==> src/rtl/tdm_demux.sv <==
// TDM receive-side demultiplexer: serial slots -> parallel channels, one publish per frame.
// Optional saturating error counter port err_cnt when TDM_DEMUX_ERRCNT_EN is defined.
module tdm_demux #(
  parameter int N_CH = 4,
  parameter int W    = 8,
  localparam int SW  = (N_CH > 1) ? $clog2(N_CH) : 1
) (
  input  logic              clk,
  input  logic              rst,
  input  logic              din_valid,
  input  logic [W-1:0]      din,
  input  logic              sof,
  output logic [N_CH*W-1:0] dout,
  output logic              dout_valid,
  output logic              frame_err,
  output logic [SW-1:0]     slot
`ifdef TDM_DEMUX_ERRCNT_EN
  ,
  output logic [7:0]        err_cnt
`endif
);

  typedef enum logic {IDLE, RUN} state_t;

  state_t              state;
  logic [W-1:0]        shadow [N_CH];
  logic [N_CH*W-1:0]   frame_word;

  logic in_run;
  logic at_zero;
  logic start;
  logic resync;
  logic drop_err;
  logic store;
  logic last;

  assign in_run   = (state == RUN);
  assign at_zero  = (slot == '0);
  assign start    = din_valid & sof & (!in_run | at_zero);
  assign resync   = din_valid & sof & in_run & !at_zero;
  assign drop_err = din_valid & !sof & in_run & at_zero;
  assign store    = din_valid & !sof & in_run & !at_zero;
  assign last     = store & (slot == SW'(N_CH - 1));

  // Completed frame: stored slots plus the sample arriving this beat in the top slot.
  always_comb begin
    frame_word = '0;
    for (int k = 0; k < N_CH; k++) begin
      if (k == N_CH - 1)
        frame_word[k*W +: W] = din;
      else
        frame_word[k*W +: W] = shadow[k];
    end
  end

  always_ff @(posedge clk or posedge rst) begin
    if (rst) begin
      state      <= IDLE;
      slot       <= '0;
      dout       <= '0;
      dout_valid <= 1'b0;
      frame_err  <= 1'b0;
      for (int k = 0; k < N_CH; k++)
        shadow[k] <= '0;
    end else begin
      dout_valid <= 1'b0;
      frame_err  <= 1'b0;
      if (start || resync) begin
        shadow[0] <= din;
        frame_err <= resync;
        state     <= RUN;
        if (N_CH == 1) begin
          dout       <= frame_word;
          dout_valid <= 1'b1;
          slot       <= '0;
        end else begin
          slot <= SW'(1);
        end
      end
      if (drop_err) begin
        frame_err <= 1'b1;
        state     <= IDLE;
        slot      <= '0;
      end
      if (store) begin
        shadow[slot] <= din;
        if (last) begin
          dout       <= frame_word;
          dout_valid <= 1'b1;
          slot       <= '0;
        end else begin
          slot <= slot + SW'(1);
        end
      end
    end
  end

`ifdef TDM_DEMUX_ERRCNT_EN
  always_ff @(posedge clk or posedge rst) begin
    if (rst)
      err_cnt <= '0;
    else if ((resync || drop_err) && err_cnt != 8'hFF)
      err_cnt <= err_cnt + 8'd1;
  end
`endif

endmodule

==> config.mk <==
export PLATFORM = sky130hd
export DESIGN_NAME = tdm_demux
export DESIGN_NICKNAME = d
export VERILOG_FILES = /design/src/rtl/tdm_demux.sv
export SDC_FILE = /design/constraint.sdc
export NUM_CORES = 1
export LEC_CHECK = 0
export CORE_MARGIN = 2
export CORE_UTILIZATION = 32
export CTS_CLUSTER_SIZE = 30
export DETAILED_ROUTE_END_ITERATION = 16
export PLACE_DENSITY_LB_ADDON = 0.15
export SYNTH_ARGS = -nofsm -noshare
export SYNTH_HDL_FRONTEND = slang
export SYNTH_SLANG_ARGS = --single-unit
==> constraint.sdc <==
create_clock -name clk -period 1.9 [get_ports clk]
set_input_delay 0.38 -clock clk [delete_from_list [all_inputs] [get_ports clk]]
set_output_delay 0.38 -clock clk [all_outputs]
set_load 0.005 [all_outputs]
# After elaboration in Yosys (flattened, before gate mapping)
# Cells that the tools add are included.
# totals
reg_bits	69
latch_bits	0
ram_bits	0
mem_bits_ro	0
inputBits	12
out_inout_bits	36
word_cells	48
memories	0
# classes
addsub	1
multipliers	0
div	0
order_cmp	2
n_eq_ne	1
shifts	0
n_mux	15
bitwise	11
n_reduce_logical	9
# op_table
cell	count
$bwmux 32	1
$mux 32	1
$demux 8 s2	1
$mux 8	2
$and 1x1->1	9
$mux 2	4
$mux 1	6
$ge 3x3->1 const B	1
$logic_not 1->1	3
$lt 3x1->1 const B	1
$not 2->3	1
$reduce_bool 3->1	1
$add 2x1->2 const B	1
$eq 2x2->1 const B	1
$logic_not 2->1	1
$reduce_and 2->1	1
$reduce_bool 2->1	1
$logic_and 1x1->1	1
$logic_or 1x1->1	1
$or 1x1->1	1

# Logic depth before layout (Yosys ltp)
# Gate-level depths: netlist of the first run.
# logic_depth
depth_word	7
mapped_depth	6
ltp_nobuf	5

# Worst setup path before layout of the first run
# Ideal clock, no wire load.
# synth_path
kind	flip-flop to flip-flop
from	reg slot[0]
to	reg dout[0]
setup_ns	0.125
t_arrival_ns	1.631
t_required_ns	1.775
path_slack_ns	0.144
path_stages_with_launch	7
path_buffers	1
synth_period_minus_slack_ns	1.756
cell_sequence	dfrtp_1 > inv_1 > ha_1 > and4bb_2 > nand2_4 > buf_6 > mux2_4
# synth_between
elab_chain_len	5
elab_cells_between_ends	6
classes_between	eq/ne (1); bitwise (2); reduce/logical (3)
# synth_rtl
item	line	rtl
start, declared	16	output logic [SW-1:0] slot
start signal, assigned	92	slot <= slot + SW'(1);
$logic_not 2->1	38	assign at_zero = (slot == '0);
$logic_not 1->1	42	assign store = din_valid & !sof & in_run & !at_zero;
$and 1x1->1	42	
$and 1x1->1	43	assign last = store & (slot == SW'(N_CH - 1));
$reduce_and 2->1 (no line) (*)	n/a	
end signal, assigned	73	dout <= frame_word;
end signal, assigned	88	dout <= frame_word;
end, declared	13	output logic [N_CH*W-1:0] dout,
# Every way passes the cells marked *; elsewhere a longest branch is shown, timed or not.
# A chain may end at the register's enable or synchronous reset.

# Worst setup path in the final report of the first run
# layout_path
from	reg slot[1]
to	reg dout[22]
# Same word-level chain as after synthesis.

==> summary.txt, run 1 <==
Outcome
  – Outcome: finished clean

Setup path
  – Crit. Startpoint: slot[1]$_DFFE_PP0P_
  – CP Capture Type: flop
  – Arrival @ worst endpoint: 1.97 ns
  – R2R Setup Slk: 0.14 ns
  – RR Startpoint: slot[1]$_DFFE_PP0P_
  – Cells along the critical path: inv_1 > ha_1 > and4bb_2 > nand2_4 > buf_12 > mux2_4
  – Worst-path maximum fanout: 16
  – Largest stage delay on the critical path: 0.38 ns
  – Worst setup path class: reg -> reg
  – CP required: around 2.1 ns
  – Slowest CP cell: dfrtp_1
  – CP Launch Type: flop

Routing
  – Antenna viol nets, final: 0
  – Via/cell ratio: around 4.4
  – DR DRC count: 0
  – Post-DR wirelength/cell: 14.75 um
  – 1st-iter DRT viols: 27
  – Vias: approximately 1400
  – Routed wire length: 4.661 mm
  – DR pass1 iterations: 4

Timing
  – Slew Viols, Final: 0
  – Period utilisation layout: 0.9264
  – Unrepaired setup endpoints after global routing: no
  – Min cycle time layout: 1.760 ns
  – Final worst setup slack: 0.1399 ns
  – Worst hold margin: 0.4339 ns
  – Max transition margin: 0.7874
  – Worst Clk Skew: 0.008458 ns
  – Hold Fails Final Rpt: 0
  – Setup TNS: 0 ns
  – Fmax: 568.2 MHz
  – Worst-Margin Slew: between 0.3 and 0.4 ns
  – Final setup fails: 0

GRT
  – Largest net degree at the start of global routing: just over 60
  – Grt ovf: 0
  – All-Layer GR Usage: 0.1213
  – First-pass GRT wire length: 7.845 mm
  – Antenna violations before repair: 0
  – Vias in the first global route: 1561

Logic synthesis
  – Avg Cell Area, Syn: roughly 17 sq um
  – Register area share after synthesis: 0.6140
  – Synthesized Nets: 162
  – Cell variety after synth: 17
  – Synth Register Bits: 61
  – Synthesized cell area: 0.002486 sq mm
  – Synthesis Warnings: 0
  – Cell count after synthesis: 146

Clock network
  – H-tree lvl count: 3
  – TritonCTS buffer count: 9
  – Clk root buf: clkbuf_8
  – CTS Buffer Depth: 2
  – TritonCTS clock tree: built
  – Clk Latency, worst-skew pair: 0.32 ns
  – Clock transition at path regs: 0.07 ns
  – Clock Sinks: between 60 and 70

Finish
  – Share of cells above drive strength 1: 0.3972
  – # diodes: 0
  – Final std cells w/o fill: 316
  – Most common cell after layout, fill and taps aside: dfrtp_1
  – Finished Cell Area: 0.003383 sq mm
  – Final-stage net count: 225
  – Area added between synthesis and finish: 36.08%
  – Most frequent cells in the layout: 61 x dfrtp_1, 47 x clkdlybuf4s50_1, 29 x mux2_4

Die
  – Ports: 48
  – Die Area: approximately 0.0085 sq mm
  – Cell row count: 32
  – DIE HEIGHT: 92.14 um
  – Core Region: 0.007607 sq mm
  – Die width: 92.14 um
  – Initial Utilization: 0.3268

Power
  – Peak VDD IR: 0.5499 mV
  – Power Density: 1400 mW/mm^2
  – Lkg Pwr: 1.653 nW

Placed design
  – Inst Count DP: 299
  – Routability cong.: slightly above 0.8
  – Port Buf Inserts: between 40 and 50
  – Place WS: -0.03559 ns
  – Area after DPL: about 0.0031 sq mm
  – Dpl hpwl: 3.155 mm

Job
  – Max-cap violations: 0

Worst hold path
  – Worst hold path class: in -> async
==> layer usage <==
metal	wire length, um	GRT usage	vias to the layer above
li1	-	-	641
met1	2086	0.1510	722
met2	2338	0.1973	35
met3	172	0.02958	8
met4	62	0.05970	0
met5	0	0	-
==> path summary, 6_finish.rpt <==
kind                                        end  depth (start not counted)
hold reg to reg             dout[2]$_DFFE_PP0P_                          1
min in group clk            dout[2]$_DFFE_PP0P_                          1
setup / recovery           dout[22]$_DFFE_PP0P_                          6
setup reg to reg           dout[22]$_DFFE_PP0P_                          6
max in group asynchronous   slot[0]$_DFFE_PP0P_                          3
hold / removal             dout[29]$_DFFE_PP0P_                          3
==> critical path, delay by kind of cell (launching register included) <==
family                   cells  cell delay (ns)
AND/OR/NAND/NOR              2             0.47
flip-flops                   1             0.38
adder cells (fa/ha/maj)      1             0.20
buffers and inverters        2             0.27
multiplexers                 1             0.31
==> synth_stat cells (all sizes together) <==
master,n,area (sq um)
o21ai,1,5.000
and4bb,1,12.51
nor2,1,3.750
nand2,8,42.54
ha,4,50.05
a22o,1,8.760
mux2,56,739.5
o32a,1,10.01
inv,5,18.77
xnor2,1,8.760
buf,4,45.04
o22ai,1,6.260
dfrtp,61,1526
nor4b,1,8.760
==> cell families (layout without fill, tap and decap cells) <==
family | Yosys count | in the layout | share of synthesized area
flops | 61 | 61 | 0.6140
xor+xnor | 1 | 1 | 0.003524
buf+inv | 9 | 77 | 0.02567
simple gates | 11 | 11 | 0.02717
fa+ha+maj | 4 | 4 | 0.02013
compound gates | 4 | 4 | 0.01208
mux | 56 | 56 | 0.2974
==> final cells by class <==
class,count,area (sq um)
Clock buffer,10,127.6
Inverter,5,18.77
Timing Repair Buffer,56,575.6
Multi-Input combinational cell,76,895.9
Sequential cell,61,1526
Clock inverter,6,111.4
Fill cell,717,4224
Tap cell,102,127.6
==> metrics by stage <==
| step | utilization | total power [mW] |
|---|---|---|
| detailed placement | 0.4123 | 3.400 |
| global route | 0.4447 | 5.015 |
| floorplan | - | 2.660 |
| global placement | 0.4123 | 3.340 |
| CTS | 0.4438 | 4.790 |
| finish | 0.4447 | 4.737 |
==> timing repair <==
action	CTS	global route
hold endpoints to repair	0	0
buffers inserted	0	1
endpoints found under the setup margin	0	2
gates resized for setup	0	0
hold buffers	0	0
==> report_power, final <==
| group | internal, mW | switching [mW] |
|---|---|---|
| combinational | 0.984 | 0.399 |
| clock | 0.872 | 0.498 |
| sequential | 1.74 | 0.248 |
| total | 3.59 | 1.15 |
Note: power is estimated with default switching activity, not from simulation.
==> run 2: changes to the inputs <==
CAP_MARGIN = 25   (was not set)
==> results of run 2 <==
No change in the layout: final DEF, timing and power equal those of run 1.
